<file path="config.mk">
export PLATFORM = sky130hd
export DESIGN_NAME = spi_slave
export DESIGN_NICKNAME = d
export VERILOG_FILES = /design/src/rtl/spi_slave.sv
export SDC_FILE = /design/constraint.sdc
export NUM_CORES = 1
export LEC_CHECK = 0
export BUFFER_PORTS_ARGS = -buffer_cell sky130_fd_sc_hd__buf_4
export CAP_MARGIN = 20
export CORE_MARGIN = 3
export CORE_UTILIZATION = 56
export CTS_CLUSTER_SIZE = 20
export DETAILED_ROUTE_END_ITERATION = 10
export PLACE_DENSITY = 0.8
export SYNTH_ARGS = -nofsm -noshare
export SYNTH_HDL_FRONTEND = slang
export SYNTH_SLANG_ARGS = --single-unit
</file>
<file path="constraint.sdc">
create_clock -name clk -period 2.06 [get_ports clk]
set_clock_uncertainty 0.15 [all_clocks]
set_input_delay 0.309 -clock clk [delete_from_list [all_inputs] [get_ports clk]]
set_output_delay 0.309 -clock clk [all_outputs]
set_load 0.05 [all_outputs]
</file>
<file path="src/rtl/spi_slave.sv">
// spi_slave: SPI mode-0 responder with a one-entry TX holding register.
// Ports: clk, rst (async active-low); sclk/mosi/ss_n (async SPI inputs);
//   miso (registered); tx_data/tx_valid/tx_ready (TX handshake);
//   rx_data/rx_valid (RX byte + strobe); busy; frame_err (abort pulse).
// Build option: SPI_SLAVE_MSB_FIRST_EN selects MSB-first bit order.
module spi_slave #(
    parameter int DATA_WIDTH  = 8,
    parameter int SYNC_STAGES = 2
) (
    input  logic                  clk,
    input  logic                  rst,
    input  logic                  sclk,
    input  logic                  mosi,
    input  logic                  ss_n,
    output logic                  miso,
    input  logic [DATA_WIDTH-1:0] tx_data,
    input  logic                  tx_valid,
    output logic                  tx_ready,
    output logic [DATA_WIDTH-1:0] rx_data,
    output logic                  rx_valid,
    output logic                  busy,
    output logic                  frame_err
);

    localparam int CW = (DATA_WIDTH > 1) ? $clog2(DATA_WIDTH) : 1;
    localparam logic [CW-1:0] LAST = CW'(DATA_WIDTH - 1);

    typedef enum logic {
        IDLE,
        ACTIVE
    } state_t;

    state_t state, state_nx;

    logic [SYNC_STAGES-1:0] sclk_q, mosi_q, ss_q;
    logic sclk_d, ss_d;
    logic sclk_s, mosi_s, ss_s;

    logic [DATA_WIDTH-1:0] hold_data;
    logic                  hold_full;
    logic [DATA_WIDTH-1:0] tx_sr, rx_sr, rx_nx, load_byte;
    logic [CW-1:0]         cnt;
    logic                  reload_pending;

    logic ss_fall, ss_rise, sclk_rise, sclk_fall;
    logic ev_start, ev_stop, ev_rise, ev_fall;
    logic consume, handshake;

    // ss_n chain resets high so release never fakes a falling edge
    always_ff @(posedge clk or negedge rst) begin
        if (!rst) begin
            sclk_q <= '0;
            mosi_q <= '0;
            ss_q   <= '1;
            sclk_d <= 1'b0;
            ss_d   <= 1'b1;
        end else begin
            sclk_q <= {sclk_q[SYNC_STAGES-2:0], sclk};
            mosi_q <= {mosi_q[SYNC_STAGES-2:0], mosi};
            ss_q   <= {ss_q[SYNC_STAGES-2:0], ss_n};
            sclk_d <= sclk_s;
            ss_d   <= ss_s;
        end
    end

    assign sclk_s    = sclk_q[SYNC_STAGES-1];
    assign mosi_s    = mosi_q[SYNC_STAGES-1];
    assign ss_s      = ss_q[SYNC_STAGES-1];
    assign ss_fall   = ss_d & ~ss_s;
    assign ss_rise   = ~ss_d & ss_s;
    assign sclk_rise = ~sclk_d & sclk_s;
    assign sclk_fall = sclk_d & ~sclk_s;

    // state register
    always_ff @(posedge clk or negedge rst) begin
        if (!rst) state <= IDLE;
        else      state <= state_nx;
    end

    // next-state logic
    always_comb begin
        state_nx = state;
        unique case (state)
            IDLE:    if (ss_fall) state_nx = ACTIVE;
            ACTIVE:  if (ss_rise) state_nx = IDLE;
            default: state_nx = IDLE;
        endcase
    end

    // output / event decode; ss_n edges mask any same-cycle SCLK edge
    always_comb begin
        busy     = (state == ACTIVE);
        ev_start = (state == IDLE) && ss_fall;
        ev_stop  = (state == ACTIVE) && ss_rise;
        ev_rise  = (state == ACTIVE) && !ss_rise && sclk_rise;
        ev_fall  = (state == ACTIVE) && !ss_rise && sclk_fall;
        consume  = ev_start || (ev_fall && reload_pending);
    end

    assign tx_ready  = ~hold_full;
    assign handshake = tx_valid & ~hold_full;
    assign load_byte = hold_full ? hold_data : '0;

`ifdef SPI_SLAVE_MSB_FIRST_EN
    assign rx_nx = {rx_sr[DATA_WIDTH-2:0], mosi_s};
`else
    assign rx_nx = {mosi_s, rx_sr[DATA_WIDTH-1:1]};
`endif

    // handshake only happens while empty, so a same-cycle consume
    // sends 0x00 and the new byte lands in the register
    always_ff @(posedge clk or negedge rst) begin
        if (!rst) begin
            hold_full <= 1'b0;
            hold_data <= '0;
        end else if (handshake) begin
            hold_full <= 1'b1;
            hold_data <= tx_data;
        end else if (consume) begin
            hold_full <= 1'b0;
        end
    end

    always_ff @(posedge clk or negedge rst) begin
        if (!rst) begin
            tx_sr          <= '0;
            rx_sr          <= '0;
            rx_data        <= '0;
            rx_valid       <= 1'b0;
            frame_err      <= 1'b0;
            cnt            <= '0;
            reload_pending <= 1'b0;
            miso           <= 1'b0;
        end else begin
            rx_valid  <= 1'b0;
            frame_err <= 1'b0;
            if (ev_stop) begin
                frame_err      <= (cnt != '0);
                cnt            <= '0;
                reload_pending <= 1'b0;
                rx_sr          <= '0;
                miso           <= 1'b0;
            end else if (ev_start) begin
                tx_sr <= load_byte;
                cnt   <= '0;
`ifdef SPI_SLAVE_MSB_FIRST_EN
                miso  <= load_byte[DATA_WIDTH-1];
`else
                miso  <= load_byte[0];
`endif
            end else if (ev_rise) begin
                rx_sr <= rx_nx;
                if (cnt == LAST) begin
                    rx_data        <= rx_nx;
                    rx_valid       <= 1'b1;
                    cnt            <= '0;
                    reload_pending <= 1'b1;
                end else begin
                    cnt <= cnt + 1'b1;
                end
            end else if (ev_fall) begin
                if (reload_pending) begin
                    tx_sr          <= load_byte;
                    reload_pending <= 1'b0;
`ifdef SPI_SLAVE_MSB_FIRST_EN
                    miso <= load_byte[DATA_WIDTH-1];
`else
                    miso <= load_byte[0];
`endif
                end else begin
`ifdef SPI_SLAVE_MSB_FIRST_EN
                    tx_sr <= {tx_sr[DATA_WIDTH-2:0], 1'b0};
                    miso  <= tx_sr[DATA_WIDTH-2];
`else
                    tx_sr <= {1'b0, tx_sr[DATA_WIDTH-1:1]};
                    miso  <= tx_sr[1];
`endif
                end
            end
        end
    end

endmodule

</file>
==> results of run 1 <==
registers in the layout, summed over array words and instances, names as in the netlist:
register,count
miso,1
rx_valid,1
rx_sr,7
frame_err,1
mosi_q,2
sclk_q,2
ss_d,1
tx_sr,7
ss_q,2
busy,1
cnt,3
sclk_d,1
rx_data,8
reload_pending,1
hold_data,8
hold_full,1
critical path, stage by stage, from the launching register on:
cell and delay, ns:
sky130_fd_sc_hd__dfrtp_1 0.42, sky130_fd_sc_hd__ha_1 0.16, sky130_fd_sc_hd__ha_1 0.15, sky130_fd_sc_hd__and2_1 0.15
sky130_fd_sc_hd__and3_1 0.41, sky130_fd_sc_hd__mux2_2 0.39
through the flow:
| stage | total power [uW] | hold WS, ns | std cells | worst slack (ns) | cell area (sq um) |
|---|---|---|---|---|---|
| 2_1_floorplan | 1540 | -0.137 | 152 | 0.226 | 1990 |
| 3_3_place_gp | 1650 | 0.183 | 218 | 0.206 | 2210 |
| 3_5_place_dp | 1690 | 0.197 | 218 | 0.133 | 2210 |
| 4_1_cts | 2110 | 0.00318 | 230 | 0.109 | 2310 |
| 5_1_grt | 2230 | 0.00250 | 230 | 0.0149 | 2310 |
| 6_report | 2100 | 0.0191 | 230 | 0.122 | 2310 |
cell usage after synthesis, types with 2 or more instances:
| library cell | number |
|---|---|
| sky130_fd_sc_hd__mux2_2 | 15 |
| sky130_fd_sc_hd__buf_6 | 3 |
| sky130_fd_sc_hd__clkbuf_1 | 4 |
| sky130_fd_sc_hd__nand2b_1 | 8 |
| sky130_fd_sc_hd__inv_1 | 6 |
| sky130_fd_sc_hd__a41oi_1 | 7 |
| sky130_fd_sc_hd__nor2_1 | 4 |
| sky130_fd_sc_hd__dfstp_2 | 3 |
| sky130_fd_sc_hd__a21oi_1 | 5 |
| sky130_fd_sc_hd__a22o_1 | 7 |
| sky130_fd_sc_hd__a32o_1 | 3 |
| sky130_fd_sc_hd__and3_1 | 2 |
| sky130_fd_sc_hd__o21ai_0 | 2 |
| sky130_fd_sc_hd__ha_1 | 3 |
| sky130_fd_sc_hd__nand2_1 | 7 |
| sky130_fd_sc_hd__o22ai_1 | 2 |
| sky130_fd_sc_hd__buf_2 | 3 |
| sky130_fd_sc_hd__dfrtp_1 | 44 |
| sky130_fd_sc_hd__nor2b_1 | 5 |
| sky130_fd_sc_hd__o22a_2 | 5 |
area by class of cell:
class | count | area share, %
clock inverter | 3 | 0.867
clock buffer | 5 | 1.63
multi-input combinational | 89 | 31.4
tap | 46 | 2.49
inverter | 6 | 0.976
timing repair buffer | 34 | 11.5
sequential | 47 | 51.1
final timing paths:
| check | startpoint | endpoint | slack [ns] |
|---|---|---|---|
| setup / recovery | cnt[0] | rx_data[6] | 0.12 |
| hold / removal | tx_data[1] | hold_data[1] | 0.02 |
| setup reg to reg | cnt[0] | rx_data[6] | 0.12 |
| hold reg to reg | ss_q[0] | ss_q[1] | 0.22 |
| max in group asynchronous | rst | ss_d | 1.05 |
| min in group asynchronous | rst | frame_err | 0.32 |
routing by layer:
layer / vias up / share of wire (%) / GRT usage [%]
li1: 613 / - / -
met1: 670 / 45 / 25.5
met2: 42 / 48 / 29.3
met3: 9 / 4.3 / 4.79
met4: 0 / 2.4 / 9.07
met5: - / 0 / 0
kinds of logic (layout without fill, tap and decap cells):
kind of cell | count (synthesis) | count (layout) | share of synthesized area [%]
compound gates | 40 | 40 | 16.8
fa+ha+maj | 3 | 3 | 1.88
buf+inv | 16 | 48 | 4.33
flops | 47 | 47 | 59.2
mux | 16 | 16 | 9.05
simple gates | 30 | 30 | 8.73
report_power, final:
group          total, uW  internal [uW]  switching, uW
clock network        426            131            296
registers           1210           1080            123
logic                464            233            231
total               2100           1450            649
==> metrics.txt, run 1 <==
# TYPE chip_impl_metric gauge
chip_impl_info{name="outcome",value="finished, final reports clean"} 1
chip_impl_metric{name="cts_inserted_buffers",unit=""} 5
chip_impl_metric{name="postSynthNetCount",unit=""} 169
chip_impl_metric{name="sequential_cell_area",unit="sq mm"} 0.00118
chip_impl_metric{name="post_drt_via_cell_ratio",unit=""} 5.80
chip_impl_metric{name="setup_viol",unit=""} 0
chip_impl_metric{name="cts_repair_resize_count",unit=""} 0
chip_impl_metric{name="clk_latency",unit="ns"} 0.36
chip_impl_metric{name="period_needed",unit="ns"} 1.94
chip_impl_metric{name="cts_num_sinks",unit=""} 47
chip_impl_info{name="worstSetupPathType",value="register to register"} 1
chip_impl_metric{name="cp_data_arrival_time",unit="ns"} 2.05
chip_impl_metric{name="route.vias.total",unit=""} 1334
chip_impl_metric{name="tightestPinTransition",unit="ns"} 0.576
chip_impl_metric{name="post_synth.cell_area_avg",unit="sq um"} 13.1
chip_impl_metric{name="multi_input_area",unit="sq um"} 726
chip_impl_metric{name="crit_path_max_fanout",unit=""} 9
chip_impl_metric{name="drt-wirelength-per-cell",unit="um"} 15.5
chip_impl_metric{name="final.fill_count",unit=""} 259
chip_impl_metric{name="initialDrtViolationCount",unit=""} 74
chip_impl_info{name="synth-main-ff-cell",value="sky130_fd_sc_hd__dfrtp_1"} 1
chip_impl_metric{name="layout.nets",unit=""} 200
chip_impl_metric{name="placement_rows",unit=""} 21
chip_impl_metric{name="synth_edf_count",unit=""} 0
chip_impl_info{name="end_kind",value="register"} 1
chip_impl_info{name="tritoncts",value="yes"} 1
chip_impl_metric{name="final-hold-violation-count",unit=""} 0
chip_impl_info{name="rsz0062_at_grt",value="false"} 1
chip_impl_metric{name="postLayoutCoreUtil",unit="%"} 68.1
chip_impl_metric{name="max-vdd-ir-drop",unit="uV"} 635
chip_impl_metric{name="period_utilisation_layout",unit="%"} 94.1
chip_impl_metric{name="p_leak",unit="uW"} 0.00108
chip_impl_metric{name="synthDominantCellAreaShare",unit="%"} 55.3
chip_impl_info{name="critPathLaunchType",value="register"} 1
chip_impl_metric{name="yosysWarnings",unit=""} 0
chip_impl_metric{name="maxSlewViolCount",unit=""} 0
chip_impl_metric{name="worstPathRequired",unit="ns"} 2.17
chip_impl_metric{name="cts-root-to-sink-buffers",unit=""} 2
chip_impl_metric{name="grtUsageTotal",unit="%"} 19.1
chip_impl_metric{name="initial_utilization",unit="%"} 58.8
chip_impl_metric{name="post_synth_inst_count",unit=""} 152
chip_impl_info{name="leading_post_synthesis_cells_by_cell_area",value="sky130_fd_sc_hd__dfrtp_1 55%, sky130_fd_sc_hd__mux2_2 8.5%, sky130_fd_sc_hd__dfstp_2 4.0%"} 1
chip_impl_metric{name="worst_reg2reg_path_depth",unit=""} 5
chip_impl_metric{name="seq_area_frac_synth",unit="%"} 59.2
chip_impl_metric{name="globalRoute.totalOverflow",unit=""} 0
chip_impl_metric{name="post-cts-setup-buffer-count",unit=""} 0
chip_impl_metric{name="globalplace.congestion",unit=""} 0.825
chip_impl_metric{name="antenna_cells",unit=""} 0
chip_impl_metric{name="largest_net_degree_at_the_start_of_global_routing",unit=""} 48
chip_impl_metric{name="total_die_area",unit="sq mm"} 0.00431
chip_impl_info{name="most-common-layout-cells",value="44 x sky130_fd_sc_hd__dfrtp_1, 30 x sky130_fd_sc_hd__buf_4, 15 x sky130_fd_sc_hd__mux2_2"} 1
chip_impl_metric{name="port_buffers",unit=""} 26
chip_impl_metric{name="layout_cells_sized_above_1",unit="%"} 35.9
chip_impl_info{name="synth_area_leader_cell",value="sky130_fd_sc_hd__dfrtp_1"} 1
chip_impl_metric{name="final.setup.tns",unit="ns"} 0
chip_impl_metric{name="wire_length_of_the_first_global_routing_pass",unit="mm"} 6.21
chip_impl_metric{name="number_of_hold_repair_buffers_added_at_the_cts_stage",unit=""} 4
chip_impl_metric{name="postRouteWirelength",unit="mm"} 3.55
chip_impl_metric{name="max_cap_viol_count",unit=""} 0
chip_impl_metric{name="area_growth",unit="%"} 15.9
chip_impl_metric{name="detailed_place_hpwl",unit="mm"} 2.49
chip_impl_metric{name="worst_setup_hold_path_clk_slew",unit="ns"} 0.14
chip_impl_metric{name="rel_slew_slack",unit="%"} 61.6
chip_impl_metric{name="ioPinCount",unit=""} 27
chip_impl_metric{name="post_synth_instance_area",unit="sq mm"} 0.00199
chip_impl_metric{name="antenna_found_initial",unit=""} 0
chip_impl_metric{name="htreeDepth",unit=""} 2
chip_impl_metric{name="total_power_per_unit_cell_area",unit="mW/mm^2"} 908
chip_impl_metric{name="count_of_distinct_cell_types_in_the_synthesized_netlist",unit=""} 34
chip_impl_metric{name="maxClockFrequency",unit="GHz"} 0.516
chip_impl_info{name="layout.cells.most_common",value="sky130_fd_sc_hd__dfrtp_1"} 1
chip_impl_metric{name="fp.dieW",unit="um"} 65.6
chip_impl_metric{name="first_pass_iters",unit=""} 4
chip_impl_info{name="cts.root.buffer_cell",value="sky130_fd_sc_hd__clkbuf_4"} 1
chip_impl_metric{name="route.detailed.drc",unit=""} 0
chip_impl_metric{name="drtAntennaViolNets",unit=""} 0
chip_impl_metric{name="hold_path_depth",unit=""} 2
chip_impl_metric{name="synth_seq_cells",unit=""} 47
chip_impl_metric{name="first_global_vias",unit=""} 1374
chip_impl_metric{name="async_flop_share",unit="%"} 100
chip_impl_metric{name="die_h",unit="um"} 65.6
chip_impl_metric{name="placeableCoreArea",unit="sq mm"} 0.00339
chip_impl_info{name="hold_path.class",value="input port to register"} 1
(Power assumes the default switching activity.)
==> run 2: changes to the inputs <==
- CORE_MARGIN: 3 -> default
==> metrics.txt, run 2 (synthesis results as in run 1) <==
# TYPE chip_impl_metric gauge
chip_impl_metric{name="initialDrtViolationCount",unit=""} 45
chip_impl_info{name="outcome",value="finished, final reports clean"} 1
chip_impl_metric{name="layout.nets",unit=""} 208
chip_impl_info{name="layout.cells.most_common",value="sky130_fd_sc_hd__dfrtp_1"} 1
chip_impl_metric{name="post-layout-total-power",unit="uW"} 2270
chip_impl_metric{name="drt-wirelength-per-cell",unit="um"} 15.1
chip_impl_info{name="most-common-layout-cells",value="44 x sky130_fd_sc_hd__dfrtp_1, 30 x sky130_fd_sc_hd__buf_4, 15 x sky130_fd_sc_hd__mux2_2"} 1
chip_impl_metric{name="largest_net_degree_at_the_start_of_global_routing",unit=""} 48
chip_impl_info{name="crit_path_cell_trace",value="ha_1 -> ha_1 -> and2_1 -> and3_1 -> mux2_1"} 1
chip_impl_metric{name="globalplace.congestion",unit=""} 0.815
chip_impl_metric{name="cts_num_sinks",unit=""} 47
chip_impl_metric{name="total_die_area",unit="sq mm"} 0.00380
chip_impl_metric{name="worst_path_largest_cell_delay",unit="ns"} 0.44
chip_impl_info{name="hp-start",value="mosi_q[0]"} 1
chip_impl_metric{name="cts_repair_resize_count",unit=""} 0
chip_impl_metric{name="first_pass_iters",unit=""} 4
chip_impl_metric{name="worst_setup_hold_path_clk_slew",unit="ns"} 0.14
chip_impl_metric{name="p_leak",unit="uW"} 0.00114
chip_impl_metric{name="htreeDepth",unit=""} 2
chip_impl_metric{name="port_buffers",unit=""} 26
chip_impl_info{name="launching_point_of_the_worst_reg2reg_path",value="cnt[0]"} 1
chip_impl_metric{name="globalRoute.totalOverflow",unit=""} 0
chip_impl_metric{name="crit_path_max_fanout",unit=""} 9
chip_impl_metric{name="final.setup.tns",unit="ns"} 0
chip_impl_metric{name="timing.critical_path.buf_inv",unit=""} 0
chip_impl_metric{name="total_power_per_unit_cell_area",unit="mW/mm^2"} 939
chip_impl_metric{name="drtAntennaViolNets",unit=""} 0
chip_impl_metric{name="cp_data_arrival_time",unit="ns"} 2.02
chip_impl_metric{name="wire_length_of_the_first_global_routing_pass",unit="mm"} 5.96
chip_impl_metric{name="placement_rows",unit=""} 21
chip_impl_metric{name="detailed_place_hpwl",unit="mm"} 2.45
chip_impl_metric{name="layout_cells_sized_above_1",unit="%"} 34.4
chip_impl_metric{name="rel_slew_slack",unit="%"} 62.4
chip_impl_metric{name="cts-root-to-sink-buffers",unit=""} 2
chip_impl_metric{name="cts_inserted_buffers",unit=""} 5
chip_impl_info{name="hold_path.class",value="register to register"} 1
chip_impl_metric{name="die_h",unit="um"} 61.6
chip_impl_metric{name="route.vias.total",unit=""} 1329
chip_impl_metric{name="antenna_found_initial",unit=""} 0
chip_impl_info{name="cpMostUsedCell",value="sky130_fd_sc_hd__ha_1"} 1
chip_impl_metric{name="grtUsageTotal",unit="%"} 22.4
chip_impl_info{name="end_kind",value="register"} 1
chip_impl_info{name="tritoncts",value="yes"} 1
chip_impl_info{name="reg.largest.list",value="hold_data x8, rx_data x8"} 1
chip_impl_metric{name="post-cts-setup-buffer-count",unit=""} 0
chip_impl_metric{name="worstPathRequired",unit="ns"} 2.17
chip_impl_metric{name="clk_latency",unit="ns"} 0.36
chip_impl_metric{name="postLayoutCoreUtil",unit="%"} 72.0
chip_impl_metric{name="tightestPinTransition",unit="ns"} 0.564
chip_impl_info{name="rsz0062_at_grt",value="false"} 1
chip_impl_info{name="critical_path.slowest_cell",value="sky130_fd_sc_hd__dfrtp_1"} 1
chip_impl_metric{name="post_drt_via_cell_ratio",unit=""} 5.58
chip_impl_metric{name="route.detailed.drc",unit=""} 0
chip_impl_metric{name="max_cap_viol_count",unit=""} 0
chip_impl_metric{name="initial_utilization",unit="%"} 59.2
chip_impl_info{name="critPathLaunch",value="cnt[0]"} 1
chip_impl_metric{name="antenna_cells",unit=""} 0
chip_impl_info{name="critPathLaunchType",value="register"} 1
chip_impl_metric{name="placeableCoreArea",unit="sq mm"} 0.00336
chip_impl_metric{name="period_utilisation_layout",unit="%"} 93.0
chip_impl_info{name="cts.root.buffer_cell",value="sky130_fd_sc_hd__clkbuf_4"} 1
chip_impl_metric{name="postRouteWirelength",unit="mm"} 3.60
chip_impl_metric{name="setup_viol",unit=""} 0
chip_impl_metric{name="maxClockFrequency",unit="GHz"} 0.522
chip_impl_metric{name="max-vdd-ir-drop",unit="uV"} 796
chip_impl_metric{name="area_growth",unit="%"} 21.5
chip_impl_metric{name="period_needed",unit="ns"} 1.92
chip_impl_info{name="path_delay_family",value="simple AND/OR/NAND/NOR gates"} 1
chip_impl_metric{name="ioPinCount",unit=""} 27
chip_impl_metric{name="final-hold-violation-count",unit=""} 0
chip_impl_metric{name="fp.dieW",unit="um"} 61.6
chip_impl_metric{name="maxSlewViolCount",unit=""} 0
chip_impl_metric{name="first_global_vias",unit=""} 1335
chip_impl_info{name="worstSetupPathType",value="register to register"} 1
-- run 2: changes by cell type in the layout (fill, tap and decap cells not counted) --
cell / change
sky130_fd_sc_hd__bufinv_16: +1
sky130_fd_sc_hd__dlygate4sd3_1: +8
sky130_fd_sc_hd__clkinv_2: -1
sky130_fd_sc_hd__clkinvlp_4: -2
sky130_fd_sc_hd__inv_6: +1
sky130_fd_sc_hd__clkbuf_8: +1
-- run 2: final timing paths --
path,endpoint,depth (start not counted),slack [ns]
max,rx_data[7],5,0.14
min,mosi_q[1],0,0.22
max reg2reg,rx_data[7],5,0.14
min reg2reg,mosi_q[1],0,0.22
max in group asynchronous,ss_q[1],2,1.05
min in group asynchronous,tx_sr[3],2,0.31
-- run 2: timing repair --
action / CTS / global route
hold endpoints to repair: 55 / 0
hold buffers: 12 / 0
endpoints found under the setup margin: 0 / 0
-- run 2: worst register-to-register path, delay by kind of cell (launching register included) --
family        cells  cell delay, ns
simple gates      2            0.46
flops             1            0.44
fa+ha+maj         2            0.39
mux               1            0.36
-- run 2: stage by stage --
stage          hold WS [ns]  setup slack, ns  instances  cell area [sq um]
6_report              0.220            0.144        238               2420
3_5_place_dp          0.192            0.150        218               2210
3_3_place_gp          0.177            0.216        218               2210
2_1_floorplan        -0.137            0.226        152               1990
4_1_cts               0.222            0.130        238               2420
5_1_grt               0.238           0.0395        238               2420
-- run 2: cell type report --
type                    instances  area, sq um
repair buffers                 42          345
multi-input cells              89          726
clock buffers                   6         51.3
inverters                       6         22.5
clock inverters                 2         38.8
flip-flops and latches         47         1180
well taps                      46         57.6
fillers                       245          942
-- run 2: where the power goes --
part	total (uW)	switching (uW)	leakage [uW]	internal, uW
sequential	1200	120	0.000592	1080
combinational	484	240	0.000496	244
clock	587	294	0.0000489	293
-- run 2: layer usage --
| layer | routed length, um | GRT usage, % | up-vias | part of all wire (%) |
|---|---|---|---|---|
| met5 | 0 | 0 | - | 0 |
| met3 | 133 | 6.72 | 4 | 3.7 |
| met4 | 39 | 10.2 | 0 | 1.1 |
| met1 | 1640 | 30.0 | 655 | 45 |
| li1 | - | - | 637 | - |
| met2 | 1790 | 33.6 | 33 | 50 |
==> run 3: changes to the inputs <==
- CORE_UTILIZATION: 56 -> 59
- CTS_BUF_LIST: default -> sky130_fd_sc_hd__clkbuf_2 sky130_fd_sc_hd__clkbuf_4 sky130_fd_sc_hd__clkbuf_8
- PLACE_DENSITY: 0.8 -> 0.83
==> metrics.txt, run 3 (synthesis results as in run 1) <==
# TYPE chip_impl_metric gauge
chip_impl_info{name="outcome",value="finished, final reports clean"} 1
chip_impl_metric{name="clk_latency",unit="ns"} 0.35
chip_impl_metric{name="largest_net_degree_at_the_start_of_global_routing",unit=""} 48
chip_impl_metric{name="first_global_vias",unit=""} 1367
chip_impl_info{name="reg.largest.list",value="hold_data x8, rx_data x8"} 1
chip_impl_metric{name="initialDrtViolationCount",unit=""} 55
chip_impl_metric{name="placedCellCount",unit=""} 217
chip_impl_metric{name="globalRoute.totalOverflow",unit=""} 0
chip_impl_metric{name="maxSlewViolCount",unit=""} 0
chip_impl_metric{name="route.vias.total",unit=""} 1306
chip_impl_metric{name="grtUsageTotal",unit="%"} 24.4
chip_impl_info{name="critPathLaunchType",value="register"} 1
chip_impl_info{name="rsz0062_at_grt",value="false"} 1
chip_impl_metric{name="maxClockFrequency",unit="GHz"} 0.524
chip_impl_metric{name="worstPathRequired",unit="ns"} 2.16
chip_impl_metric{name="total_die_area",unit="sq mm"} 0.00361
chip_impl_metric{name="antenna_cells",unit=""} 0
chip_impl_info{name="tritoncts",value="yes"} 1
chip_impl_metric{name="cp_data_arrival_time",unit="ns"} 2.01
chip_impl_metric{name="cts_inserted_buffers",unit=""} 5
chip_impl_metric{name="placement_rows",unit=""} 20
chip_impl_metric{name="placeableCoreArea",unit="sq mm"} 0.00313
chip_impl_metric{name="post_drt_via_cell_ratio",unit=""} 5.70
chip_impl_metric{name="first_pass_iters",unit=""} 4
chip_impl_metric{name="initial_utilization",unit="%"} 63.7
chip_impl_metric{name="crit_path_max_fanout",unit=""} 9
chip_impl_metric{name="drt-wirelength-per-cell",unit="um"} 15.9
chip_impl_metric{name="final.fill_count",unit=""} 205
chip_impl_metric{name="final.setup.tns",unit="ns"} 0
chip_impl_metric{name="fp.dieW",unit="um"} 60.1
chip_impl_metric{name="port_buffers",unit=""} 26
chip_impl_metric{name="rel_slew_slack",unit="%"} 61.8
chip_impl_metric{name="wire_length_of_the_first_global_routing_pass",unit="mm"} 6.33
chip_impl_metric{name="period_utilisation_layout",unit="%"} 92.7
chip_impl_info{name="end_kind",value="register"} 1
chip_impl_info{name="cts.root.buffer_cell",value="sky130_fd_sc_hd__clkbuf_4"} 1
chip_impl_metric{name="ioPinCount",unit=""} 27
chip_impl_metric{name="worst_setup_hold_path_clk_slew",unit="ns"} 0.13
chip_impl_metric{name="layout.nets",unit=""} 201
chip_impl_info{name="hold_path.class",value="input port to register"} 1
chip_impl_metric{name="route.detailed.drc",unit=""} 0
chip_impl_info{name="most-common-layout-cells",value="44 x sky130_fd_sc_hd__dfrtp_1, 31 x sky130_fd_sc_hd__buf_4, 15 x sky130_fd_sc_hd__mux2_2"} 1
chip_impl_metric{name="cts_num_sinks",unit=""} 47
chip_impl_metric{name="pre_cts_ws",unit="ns"} 0.0959
chip_impl_metric{name="globalplace.congestion",unit=""} 0.779
chip_impl_metric{name="final-hold-violation-count",unit=""} 0
chip_impl_metric{name="max-vdd-ir-drop",unit="uV"} 632
chip_impl_metric{name="period_needed",unit="ns"} 1.91
chip_impl_metric{name="setup_viol",unit=""} 0
chip_impl_metric{name="antenna_found_initial",unit=""} 0
chip_impl_metric{name="layout.cells.non_filler",unit=""} 229
chip_impl_metric{name="area_growth",unit="%"} 16.7
chip_impl_metric{name="postRouteWirelength",unit="mm"} 3.64
chip_impl_metric{name="post-route-worst-setup-slack",unit="ns"} 0.150
chip_impl_metric{name="total_power_per_unit_cell_area",unit="mW/mm^2"} 928
chip_impl_metric{name="layout_cells_sized_above_1",unit="%"} 36.8
chip_impl_metric{name="tightestPinTransition",unit="ns"} 0.573
chip_impl_metric{name="die_h",unit="um"} 60.1
chip_impl_metric{name="htreeDepth",unit=""} 2
chip_impl_info{name="worstSetupPathType",value="register to register"} 1
chip_impl_metric{name="postLayoutCoreUtil",unit="%"} 74.3
chip_impl_info{name="layout.cells.most_common",value="sky130_fd_sc_hd__dfrtp_1"} 1
chip_impl_metric{name="cts-root-to-sink-buffers",unit=""} 2
chip_impl_metric{name="max_cap_viol_count",unit=""} 0
chip_impl_metric{name="drtAntennaViolNets",unit=""} 0
chip_impl_metric{name="detailed_place_hpwl",unit="mm"} 2.56
chip_impl_metric{name="p_leak",unit="uW"} 0.00110
run 3: final cells by class:
class / count / area, sq um / area share, %
clock inverter: 1 / 8.76 / 0.377
sequential: 47 / 1180 / 50.8
clock buffer: 7 / 58.8 / 2.53
tap: 44 / 55.1 / 2.37
multi-input combinational: 89 / 727 / 31.3
timing repair buffer: 35 / 273 / 11.7
inverter: 6 / 22.5 / 0.969
run 3: worst paths after layout:
path                             from           end  cells after the start  slack (ns)
min in group asynchronous         rst      tx_sr[1]                      2        0.33
min reg2reg                   ss_q[0]       ss_q[1]                      0        0.22
max                            cnt[0]    rx_data[7]                      5        0.15
max in group asynchronous         rst      tx_sr[6]                      2        1.04
max reg2reg                    cnt[0]    rx_data[7]                      5        0.15
min                        tx_data[3]  hold_data[3]                      2        0.03
run 3: power by group:
part | switching, uW | internal (uW) | leakage (uW)
logic | 262 | 244 | 0.000467
registers | 102 | 1080 | 0.000592
clock network | 283 | 183 | 0.0000389
total | 647 | 1510 | 0.00110
run 3: repair_timing:
action | in CTS | in global routing
setup endpoints to repair | 0 | 1
endpoints found under the hold margin | 47 | 0
hold buffers | 4 | 0
resized for setup | 0 | 1
setup buffers | 0 | 0
run 3: per-stage QoR:
stage | hold WS (ns) | power, uW | area (sq um)
detailed placement | 0.200 | 1710 | 2220
finish | 0.0272 | 2160 | 2320
floorplan | -0.137 | 1540 | 1990
global route | 0.0107 | 2270 | 2320
CTS | 0.0181 | 2170 | 2320
global placement | 0.182 | 1670 | 2220
run 3: critical path: stages, from the launching register on:
cell                      delay (ns)
sky130_fd_sc_hd__dfrtp_1        0.43
sky130_fd_sc_hd__ha_1           0.22
sky130_fd_sc_hd__ha_1           0.20
sky130_fd_sc_hd__and2_1         0.17
sky130_fd_sc_hd__and3_2         0.30
sky130_fd_sc_hd__mux2_1         0.34
run 3: per-layer routing:
metal	share of wire, %	up-vias	track usage (%)
met5	0	-	0
met4	1.5	0	9.97
li1	-	618	-
met1	45	651	32.3
met2	50	30	39.1
met3	3.3	7	4.98
